`src/rtl/register_bank.sv`:
```
// Bank of general-purpose registers with a single-issue operation port.
// Single-cycle ops complete on the accept edge; shifts/rotates step one bit per cycle.
module register_bank #(
  parameter int unsigned DATA_WIDTH  = 16,
  parameter int unsigned REG_COUNT   = 8,
  parameter int unsigned ADDR_WIDTH  = $clog2(REG_COUNT),
  parameter int unsigned SHAMT_WIDTH = $clog2(DATA_WIDTH)
) (
  input  logic                   clk,
  input  logic                   rst,
  input  logic                   op_valid,
  output logic                   op_ready,
  input  logic [3:0]             op,
  input  logic [ADDR_WIDTH-1:0]  waddr,
  input  logic [DATA_WIDTH-1:0]  in,
  input  logic [SHAMT_WIDTH-1:0] shamt,
  input  logic                   sin,
  input  logic [ADDR_WIDTH-1:0]  raddr_a,
  input  logic [ADDR_WIDTH-1:0]  raddr_b,
  output logic [DATA_WIDTH-1:0]  out_a,
  output logic [DATA_WIDTH-1:0]  out_b,
  output logic                   done,
  output logic [3:0]             flags
);

  localparam int unsigned DW1 = DATA_WIDTH + 1;

  localparam logic [3:0] OP_NOP = 4'd0;
  localparam logic [3:0] OP_CLR = 4'd1;
  localparam logic [3:0] OP_LD  = 4'd2;
  localparam logic [3:0] OP_INC = 4'd3;
  localparam logic [3:0] OP_DEC = 4'd4;
  localparam logic [3:0] OP_SHR = 4'd5;
  localparam logic [3:0] OP_SHL = 4'd6;
  localparam logic [3:0] OP_ASR = 4'd7;
  localparam logic [3:0] OP_ROR = 4'd8;
  localparam logic [3:0] OP_ROL = 4'd9;

  localparam logic [0:0] ST_IDLE  = 1'b0;
  localparam logic [0:0] ST_SHIFT = 1'b1;

  localparam logic [DATA_WIDTH-1:0] SMAX = {1'b0, {(DATA_WIDTH-1){1'b1}}};
  localparam logic [DATA_WIDTH-1:0] SMIN = {1'b1, {(DATA_WIDTH-1){1'b0}}};

  logic [DATA_WIDTH-1:0]  regs [REG_COUNT];
  logic [0:0]             state, state_next;
  logic [SHAMT_WIDTH-1:0] cnt, cnt_next;
  logic [DATA_WIDTH-1:0]  shadow, shadow_next;
  logic [ADDR_WIDTH-1:0]  sh_addr, sh_addr_next;
  logic [3:0]             sh_op, sh_op_next;
  logic                   sh_sin, sh_sin_next;
  logic                   wr_en;
  logic [ADDR_WIDTH-1:0]  wr_addr;
  logic [DATA_WIDTH-1:0]  wr_data;
  logic [3:0]             flags_next;
  logic                   done_next;
  logic                   ready_next;
  logic                   accept;
  logic [DATA_WIDTH-1:0]  cur;
  logic [DATA_WIDTH-1:0]  step_val;
  logic                   step_out;

  // One shift/rotate step: returns {bit shifted out, new value}.
  function automatic logic [DW1-1:0] shift1(input logic [3:0] code,
                                            input logic [DATA_WIDTH-1:0] v,
                                            input logic fill);
    case (code)
      OP_SHR:  shift1 = {v[0], fill, v[DATA_WIDTH-1:1]};
      OP_SHL:  shift1 = {v[DATA_WIDTH-1], v[DATA_WIDTH-2:0], fill};
      OP_ASR:  shift1 = {v[0], v[DATA_WIDTH-1], v[DATA_WIDTH-1:1]};
      OP_ROR:  shift1 = {v[0], v[0], v[DATA_WIDTH-1:1]};
      OP_ROL:  shift1 = {v[DATA_WIDTH-1], v[DATA_WIDTH-2:0], v[DATA_WIDTH-1]};
      default: shift1 = {1'b0, v};
    endcase
  endfunction

  assign out_a = regs[raddr_a];
  assign out_b = regs[raddr_b];

  // Next-state, register write and flag computation
  always_comb begin
    state_next   = state;
    cnt_next     = cnt;
    shadow_next  = shadow;
    sh_addr_next = sh_addr;
    sh_op_next   = sh_op;
    sh_sin_next  = sh_sin;
    wr_en        = 1'b0;
    wr_addr      = waddr;
    wr_data      = '0;
    flags_next   = flags;
    done_next    = 1'b0;
    accept       = op_valid && op_ready;
    cur          = regs[waddr];
    {step_out, step_val} = shift1(sh_op, shadow, sh_sin);

    case (state)
      ST_IDLE: begin
        if (accept) begin
          done_next = 1'b1;
          case (op)
            OP_CLR: begin
              wr_en      = 1'b1;
              wr_data    = '0;
              flags_next = 4'b1000;
            end
            OP_LD: begin
              wr_en      = 1'b1;
              wr_data    = in;
              flags_next = {in == '0, in[DATA_WIDTH-1], 2'b00};
            end
            OP_INC: begin
              wr_en      = 1'b1;
              wr_data    = cur + DATA_WIDTH'(1);
              flags_next = {wr_data == '0, wr_data[DATA_WIDTH-1], &cur, cur == SMAX};
            end
            OP_DEC: begin
              wr_en      = 1'b1;
              wr_data    = cur - DATA_WIDTH'(1);
              flags_next = {wr_data == '0, wr_data[DATA_WIDTH-1], cur == '0, cur == SMIN};
            end
            OP_SHR, OP_SHL, OP_ASR, OP_ROR, OP_ROL: begin
              if (shamt == '0) begin
                wr_en      = 1'b1;
                wr_data    = cur;
                flags_next = {cur == '0, cur[DATA_WIDTH-1], 2'b00};
              end else begin
                done_next    = 1'b0;
                state_next   = ST_SHIFT;
                cnt_next     = shamt;
                shadow_next  = cur;
                sh_addr_next = waddr;
                sh_op_next   = op;
                sh_sin_next  = sin;
              end
            end
            default: ;
          endcase
        end
      end
      ST_SHIFT: begin
        shadow_next = step_val;
        cnt_next    = cnt - SHAMT_WIDTH'(1);
        if (cnt == SHAMT_WIDTH'(1)) begin
          wr_en      = 1'b1;
          wr_addr    = sh_addr;
          wr_data    = step_val;
          flags_next = {step_val == '0, step_val[DATA_WIDTH-1], step_out, 1'b0};
          done_next  = 1'b1;
          state_next = ST_IDLE;
        end
      end
      default: state_next = ST_IDLE;
    endcase

    ready_next = (state_next == ST_IDLE);
  end

  // State and register array; reset aborts any shift in progress
  always_ff @(posedge clk) begin
    if (rst) begin
      for (int unsigned i = 0; i < REG_COUNT; i++) regs[i] <= '0;
      state    <= ST_IDLE;
      cnt      <= '0;
      shadow   <= '0;
      sh_addr  <= '0;
      sh_op    <= OP_NOP;
      sh_sin   <= 1'b0;
      flags    <= 4'b0000;
      done     <= 1'b0;
      op_ready <= 1'b1;
    end else begin
      if (wr_en) regs[wr_addr] <= wr_data;
      state    <= state_next;
      cnt      <= cnt_next;
      shadow   <= shadow_next;
      sh_addr  <= sh_addr_next;
      sh_op    <= sh_op_next;
      sh_sin   <= sh_sin_next;
      flags    <= flags_next;
      done     <= done_next;
      op_ready <= ready_next;
    end
  end

endmodule

```
`config.mk`:
```
export PLATFORM = sky130hd
export DESIGN_NAME = register_bank
export DESIGN_NICKNAME = d
export VERILOG_FILES = /design/src/rtl/register_bank.sv
export SDC_FILE = /design/constraint.sdc
export NUM_CORES = 1
export LEC_CHECK = 0
export CAP_MARGIN = 20
export CORE_ASPECT_RATIO = 0.75
export CORE_MARGIN = 2
export CORE_UTILIZATION = 40
export CTS_BUF_LIST = sky130_fd_sc_hd__clkbuf_16
export DETAILED_ROUTE_END_ITERATION = 8
export GPL_TIMING_DRIVEN = 0
export SLEW_MARGIN = 40
export SYNTH_ARGS = -nofsm -noshare
export SYNTH_HDL_FRONTEND = slang
export SYNTH_SLANG_ARGS = --single-unit
```
`constraint.sdc`:
```
create_clock -name clk -period 7.33 [get_ports clk]
set_input_delay 0.733 -clock clk [delete_from_list [all_inputs] [get_ports clk]]
set_output_delay 0.733 -clock clk [all_outputs]
set_load 0.02 [all_outputs]
```
; After elaboration in Yosys (flattened, before gate mapping)
; Memory sizes are Yosys's and may differ from the RTL's.
; Cells that the tools add are included.
[classes]
add_sub_neg = 3
eq_ne = 23
mux = 42
n_bitwise = 3
n_reduce_logical = 14
[ops]
columns = operator, count
row1 = 16-bit two-way mux, 7
row2 = 17-bit case mux with 5 select lines, 1
row3 = 16-bit logical NOT, 5
row4 = 16-bit case mux with 2 select lines, 2
row5 = 16-bit case mux with 4 select lines, 1
row6 = 4-bit by 3-bit equality test with 1-bit output (second input constant), 7
row7 = 4-bit two-way mux, 6
row8 = 4-bit case mux with 5 select lines, 1
row9 = 16-bit by 1-bit adder with 16-bit output (second input constant), 1
row10 = 16-bit by 15-bit equality test with 1-bit output (second input constant), 1
row11 = 16-bit equality test (second input constant), 1
row12 = 4-bit equality test (second input constant), 4
row13 = 4-bit case mux with 2 select lines, 2
row14 = 16-bit AND reduction, 1
row15 = 16-bit OR reduction, 1
row16 = 16-bit by 1-bit subtractor with 16-bit output (second input constant), 1
row17 = 1-bit two-way mux, 15
row18 = 3-bit two-way mux, 3
row19 = 4-bit by 1-bit equality test with 1-bit output (second input constant), 2
row20 = 4-bit by 2-bit equality test with 1-bit output (second input constant), 2
row21 = 1-bit case mux with 2 select lines, 4
row22 = 4-bit AND reduction, 2
row23 = 6-bit by 1-bit != test with 1-bit output (second input constant), 1
row24 = 5-bit OR reduction, 1
row25 = other kinds (9), 13
[word_totals]
reg_bits = 35
ram_bits = 128
output_inout_bits = 38
wordCells = 95
memories = 1
[mem_list]
columns = memory, words, width, rd, rd_clocked_by_memory_dff, wr, line_no
row1 = regs, 8, 16, 3, 0, 8, 45  ; logic [DATA_WIDTH-1:0] regs [REG_COUNT];

; Depth between registers and ports, before layout
; Gate-level depths: netlist of run 1.
[logic_depth]
ltp_word = 10
mapped_depth = 12

; Worst setup path after synthesis of run 1
; No wires, ideal clock.
[synth_path]
path_type = in2reg
start = input port waddr[0]
end = register flags[3]
setup_time_ps = 74
arrival_time_ps = 3575
required_ps = 7256
setup_slack_ps = 3681
cell_stages = 10
path_buffers = 1
cell_sequence = buf_6 -> mux4_2 -> mux2i_1 -> ha_1 -> inv_1 -> xnor2_1 -> or4_1 -> or4b_1 -> a2111o_1 -> a31oi_1
[synth_via]
elab_chain_len = 6
word_cells_on_any_way = 10
[synth_rtl]
columns = element, line_no
row1 = from (decl), 14  ; input logic [ADDR_WIDTH-1:0] waddr,
row2 = memory read 8 x 16 bit (*), n/a
row3 = "16-bit by 1-bit subtractor with 16-bit output, or another cell as far along", 119  ; wr_data = cur - DATA_WIDTH'(1);
row4 = "16-bit logical NOT, or another cell as far along", 120  ; flags_next = {wr_data == '0, wr_data[DATA_WIDTH-1], cur == '0, cur == SMIN};
row5 = 4-bit case mux with 5 select lines (*), 101  ; case (op)
row6 = 4-bit two-way mux (*), 99  ; if (accept) begin
row7 = 4-bit case mux with 2 select lines (*), 97  ; case (state)
row8 = to (signal assigned), 180  ; flags <= flags_next;
row9 = to (decl), 23  ; output logic [3:0] flags
; Mark *: on every way between the ends. The rest lies on a longest branch, timed or not. The select of a mux whose other input is x is not followed.
; A chain may end at the register's enable or synchronous reset.

==> results of run 1 <==
## Yosys cell counts, types with 3 or more instances
| cell type | count |
|---|---|
| nor2_1 | 175 |
| edfxtp_1 | 128 |
| mux4_2 | 94 |
| clkbuf_1 | 50 |
| nand2_1 | 49 |
| mux2_2 | 47 |
| a21oi_1 | 39 |
| dfxtp_1 | 35 |
| o21ai_0 | 26 |
| a22oi_1 | 23 |
| nor3_1 | 23 |
| a222oi_1 | 19 |
| mux2i_1 | 19 |
| nand3_1 | 17 |
| xnor2_1 | 17 |
| nor4_1 | 15 |
| inv_1 | 13 |
| nand2b_1 | 12 |
| a221o_1 | 9 |
| and3_1 | 9 |
| nand4_1 | 9 |
| a21boi_0 | 8 |
| buf_1 | 8 |
| buf_2 | 7 |
| ha_1 | 7 |
| a31oi_1 | 6 |
| nor2b_1 | 6 |
| o211ai_1 | 6 |
| nor3b_1 | 5 |
| o22ai_1 | 5 |
| o31ai_1 | 5 |
| a211oi_1 | 4 |
| buf_6 | 4 |
| nand3b_1 | 4 |
| o221ai_1 | 4 |
| mux2i_2 | 3 |
| nand4b_1 | 3 |
| o21ai_1 | 3 |
| o22a_1 | 3 |
| or2_2 | 3 |
| or3_1 | 3 |
| or4_1 | 3 |
## per-layer routing
metal	global-route usage (%)	part of all wire (%)
met1	41.70	44
met2	39.12	43
met3	5.986	11
met4	6.053	1.4
met5	0	0
## power groups by stage
stage / Clock, mW / Combinational, mW / Sequential [mW]
2_1_floorplan: 0 / 0.341 / 1.07
3_3_place_gp: 0 / 0.525 / 1.07
3_5_place_dp: 0 / 0.528 / 1.08
4_1_cts: 0.886 / 0.530 / 1.06
5_1_grt: 0.920 / 0.566 / 1.06
6_report: 0.886 / 0.541 / 1.06
## cells by family (layout without fill, tap and decap cells)
group / Yosys count / after routing / synth area share, %
mux: 168 / 168 / 26.75
xor+xnor: 17 / 17 / 1.335
fa+ha+maj: 7 / 7 / 0.7855
flops: 163 / 163 / 40.76
simple gates: 353 / 353 / 15.45
buf+inv: 84 / 187 / 3.209
compound gates: 180 / 180 / 11.70
## worst paths after layout
| kind | startpoint | endpoint | slack, ns | cells after the start |
|---|---|---|---|---|
| worst max register to register | regs[7][1] | regs[7][4] | 3.24 | 10 |
| worst min-delay path | flags[0] | flags[0] | 0.48 | 2 |
| worst max-delay path | waddr[1] | regs[7][4] | 2.85 | 12 |
| worst min register to register | flags[0] | flags[0] | 0.48 | 2 |
## flip-flops by register name (all words and copies together), names as in the netlist
| register | cells |
|---|---|
| cnt | 4 |
| done | 1 |
| flags | 4 |
| op_ready | 1 |
| regs | 128 |
| sh_addr | 3 |
| sh_op | 4 |
| sh_sin | 1 |
| shadow | 16 |
| state | 1 |
## cell type report
class	count	area (um^2)	area share (%)
clock buffers	17	425.4	3.301
plain buffers	70	315.3	2.447
flip-flops and latches	163	4544	35.26
well taps	351	439.2	3.408
inverters	14	52.55	0.4078
multi-input cells	725	6294	48.83
repair buffers	71	685.7	5.320
clock inverters	15	131.4	1.019
## critical path: cells and delay by family
family                   cells  cell delay [ns]
XOR/XNOR                     1             0.12
multiplexers                 2             1.04
adder cells (fa/ha/maj)      1             0.34
AO/OA/AOI/OAI                3             1.13
buffers and inverters        3             0.75
AND/OR/NAND/NOR              2             0.50
## stage by stage
step	area [um^2]	total power, mW	cells
after global routing	12890	2.548	1426
after floorplan	11150	1.410	972
after detailed placement	12290	1.604	1390
after global placement	12250	1.600	1389
final	12890	2.483	1426
after CTS	12850	2.473	1422
==> impl_metrics.csv, run 1 <==
group,metric,value,unit
timing,rsz0062_at_grt,"false",
critical_path,worst-setup-path-type,"input port to flip-flop",
place,numPortBuffers,66,
cells_and_area,nFillCells,2488,
synth,synth_area,0.01115,mm^2
synth,yosys.area.top_type_share,34.47,%
routing,ant_nets,0,
clock_network,cts_tree,"built",
routing,drcViolationCount,2,
timing,finClkSkew,0.01536,ns
global_route,grt_start_max_net_pins,17,
timing,finalCriticalPeriod,4.481,ns
critical_path,endpoint_kind,"flip-flop",
synth,ys_seq_area_share,40.76,%
global_route,grt_pass1_wl,57.39,mm
synth,syn_avg_cell_area,11.47,um^2
pwr,swShare,30.71,%
global_route,grt-ovfl-total,0,
floorplanning,core,0.02720,mm^2
pwr,p_leak,4.116,nW
status,status,"finished, violations left",
routing,firstDrtPassIters,9,
cells_and_area,num_antenna_cells,0,
cells_and_area,utilization,47.39,%
synth,synthCells,972,
floorplanning,start_util,41.00,%
timing,period_share,61.13,%
pwr,ir_drop,180.9,uV
pwr,power.internal,1.721,mW
pwr,power.switching,0.7626,mW
clock_network,numCtsBuffers,17,
timing,setup_viol,0,
place,pre_cts_ws,2.538,ns
critical_path,worstSetupStartpointType,"input port",
clock_network,cts_buffer_depth,2,
routing,wl_per_cell,27.68,um
critical_path,worstPathRequired,7.51,ns
timing,maxSlewHeadroom,40.94,%
pwr,power_frac_seq,42.6,%
floorplanning,die_h,148.6,um
synth,synth_edf_count,128,
critical_path,cp.arrival,4.66,ns
synth,yosysUniqueCellTypes,76,
timing,worst_slack,2.849,ns
cells_and_area,area_delta_synth_final,15.59,%
timing,setup_tns,0,ns
critical_path,cp_slowest_cell,"mux2i_1",
routing,first_iter_violations,1511,
routing,vias_per_cell,6.670,
synth,ys_ff_latch,163,
pwr,clockPowerShare,35.7,%
cells_and_area,nets,1106,
synth,yosys.area.top_type,"edfxtp_1",
critical_path,cp_max_fo,10,
job,timing.max_cap.violations,0,
timing,max_freq,223.2,MHz
synth,yosysWarnings,0,
global_route,track_usage,27.17,%
cells_and_area,layout_common_cells,"nor2_1, edfxtp_1, mux4_2",
global_route,antenna_found_initial,0,
clock_network,postCtsHoldBufs,0,
floorplanning,std_cell_rows,52,
place,dp.final_hpwl,29.31,mm
pwr,powerDensity,192.7,mW/mm^2
clock_network,clk_pin_slew,0.07,ns
cells_and_area,drive_gt1_share,21.86,%
critical_path,cpPeakStageDelay,0.65,ns
clock_network,cts_root_buffer,"clkbuf_16",
min_path,hold_path_class,"flip-flop to flip-flop",
status,failed_checks,"DRC",
clock_network,cts_resized,0,
synth,synthTopCellsByArea,"edfxtp_1, mux4_2, dfxtp_1, nor2_1, mux2_2",
critical_path,path_cells,"buf_4 > buf_2 > mux4_2 > mux2i_1 > ha_1 > inv_1 > nor4_4 > xnor2_1 > a222oi_1 > o21ai_0 > a22oi_2 > nor2_1",
floorplanning,dieArea,0.02924,mm^2
routing,vias,9511,
timing,tightest_slew,0.8859,ns
clock_network,clock-sinks,163,
timing,slew_violations,0,
floorplanning,die_x,196.8,um
timing,hold_viol,0,
clock_network,clkLatencyLatePin,0.45,ns
place,routabilityCongestion,0.9508,
synth,synthArstFlopShare,0,%
synth,ys.flop_type,"edfxtp_1",
pwr,pwr-share-comb,21.8,%
cells_and_area,final_common_cell,"nor2_1",
floorplanning,pin_count,75,
synth,syn-num-nets,1016,
clock_network,cts_setup_buffers,0,
timing,whs,0.4847,ns
routing,wl,39.47,mm
global_route,grt_pass1_vias,8865,
clock_network,h-tree-depth,4,
No activity file was read; power rests on OpenSTA's default activity.
==> run 2, diff against run 1 <==
- clock period: 7.33 -> 4.48 ns (I/O delays scaled with it)
==> impl_metrics.csv, run 2 (synthesis results as in run 1) <==
group,metric,value,unit
status,status,"complete, no violations",
floorplanning,std_cell_rows,52,
floorplanning,pin_count,75,
clock_network,cts_resized,0,
timing,slew_violations,0,
floorplanning,die_x,196.8,um
clock_network,cts_buffer_depth,2,
global_route,track_usage,27.19,%
place,dp.final_hpwl,29.31,mm
cells_and_area,multiInputGateArea,0.006294,mm^2
pwr,ir_drop,293.7,uV
cells_and_area,area_delta_synth_final,15.59,%
clock_network,cts_setup_buffers,0,
timing,setup_viol,0,
timing,whs,0.4844,ns
clock_network,clk_pin_slew,0.07,ns
critical_path,cp.arrival,4.44,ns
timing,setup_tns,0,ns
timing,period_share,95.22,%
routing,firstDrtPassIters,9,
pwr,pwr-share-comb,21.8,%
critical_path,r2r_cells,10,
global_route,grt-ovfl-total,0,
critical_path,cp_max_fo,10,
critical_path,endpoint_kind,"flip-flop",
floorplanning,core,0.02720,mm^2
place,pre_cts_ws,-0.02697,ns
clock_network,numCtsBuffers,17,
global_route,grt_pass1_vias,8841,
place,post_dp_cell_area,0.01229,mm^2
timing,tightest_slew,0.8745,ns
global_route,grt_start_max_net_pins,17,
critical_path,cp-endpoint,"regs[7][4]",
clock_network,clock-sinks,163,
clock_network,postCtsHoldBufs,0,
routing,wl,39.42,mm
critical_path,cpPeakStageDelay,0.66,ns
clock_network,clkLatencyLatePin,0.45,ns
critical_path,r2r_start,"regs[7][1]",
pwr,power.switching,1.241,mW
global_route,antenna_found_initial,0,
pwr,power.internal,2.815,mW
critical_path,path_cells,"buf_4 > buf_2 > mux4_2 > mux2i_1 > ha_1 > inv_1 > nor4_4 > xnor2_1 > a222oi_1 > o21ai_0 > a22oi_2 > nor2_1",
critical_path,worstSetupStartpointType,"input port",
floorplanning,die_h,148.6,um
floorplanning,dieArea,0.02924,mm^2
global_route,grt_pass1_wl,57.44,mm
min_path,hold_path_depth,2,
cells_and_area,nets,1106,
cells_and_area,layout_common_cells,"nor2_1, edfxtp_1, mux4_2",
clock_network,cts_tree,"built",
timing,rsz0062_at_grt,"false",
timing,max_freq,234.4,MHz
critical_path,worstPathRequired,4.65,ns
routing,vias,9494,
routing,first_iter_violations,1613,
job,timing.max_cap.violations,0,
timing,finClkSkew,0.01428,ns
cells_and_area,num_antenna_cells,0,
clock_network,h-tree-depth,4,
cells_and_area,drive_gt1_share,21.86,%
cells_and_area,seq_area,0.004544,mm^2
pwr,swShare,30.60,%
critical_path,cp_slowest_cell,"mux2i_1",
routing,vias_per_cell,6.658,
cells_and_area,design_area,0.01289,mm^2
routing,wl_per_cell,27.65,um
timing,finalCriticalPeriod,4.266,ns
pwr,clockPowerShare,35.6,%
critical_path,startpoint,"waddr[1]",
critical_path,critical_path.reg2reg.endpoint,"regs[7][4]",
place,routabilityCongestion,0.9508,
critical_path,reg2reg_setup_slack,0.32,ns
cells_and_area,final_common_cell,"nor2_1",
routing,ant_nets,0,
timing,hold_viol,0,
critical_path,worst-setup-path-type,"input port to flip-flop",
cells_and_area,largest_register,"regs",
pwr,powerDensity,314.8,mW/mm^2
timing,maxSlewHeadroom,41.70,%
min_path,hold_path_class,"flip-flop to flip-flop",
cells_and_area,largest_reg_flops,128,
floorplanning,start_util,41.00,%
cells_and_area,top_regs,"regs x128, shadow x16",
place,numPortBuffers,66,
timing,worst_slack,0.2141,ns
cells_and_area,nFillCells,2488,
pwr,power_frac_seq,42.6,%
routing,drcViolationCount,0,
clock_network,cts_root_buffer,"clkbuf_16",
pwr,p_leak,4.116,nW
run 2: power groups by stage:
stage               clock, mW  sequential (mW)  combinational [mW]
floorplan                   0             1.75               0.558
finish                   1.44             1.73               0.884
global placement            0             1.76               0.859
CTS                      1.45             1.73               0.868
detailed placement          0             1.76               0.863
global route             1.51             1.74               0.926
run 2: final cells by class:
| class | count | share of cell area, % |
|---|---|---|
| Inverter | 14 | 0.4078 |
| Buffer | 70 | 2.447 |
| Clock inverter | 15 | 1.019 |
| Clock buffer | 17 | 3.301 |
| Tap cell | 351 | 3.408 |
| Timing Repair Buffer | 71 | 5.320 |
| Multi-Input combinational cell | 725 | 48.83 |
| Sequential cell | 163 | 35.26 |
run 2: how the worst min path moves through the flow:
stage	from	end	slack (ns)
after CTS	flags[0]	flags[0]	0.48
after global placement	flags[0]	flags[0]	0.47
after floorplan	cnt[2]	cnt[2]	0.48
final	flags[0]	flags[0]	0.48
after global routing	flags[0]	flags[0]	0.52
after detailed placement	flags[0]	flags[0]	0.47
run 2: through the flow:
step	std cells	util, %	power [mW]
3_3_place_gp	1389	45.04	2.617
3_5_place_dp	1390	45.21	2.625
6_report	1426	47.39	4.057
4_1_cts	1422	47.25	4.046
5_1_grt	1426	47.39	4.169
2_1_floorplan	972	-	2.307
run 2: worst max-delay path: cells and delay by family:
family,cells,cell delay [ns]
xor+xnor,1,0.13
buf+inv,3,0.75
simple gates,2,0.52
compound gates,3,1.17
mux,2,1.04
fa+ha+maj,1,0.35
run 2: metal layers:
metal	track usage, %	up-vias	wire [um]
met2	39.31	579	17060
met5	0	-	0
li1	-	4051	-
met4	5.639	0	435
met3	5.986	33	4353
met1	41.76	4831	17570
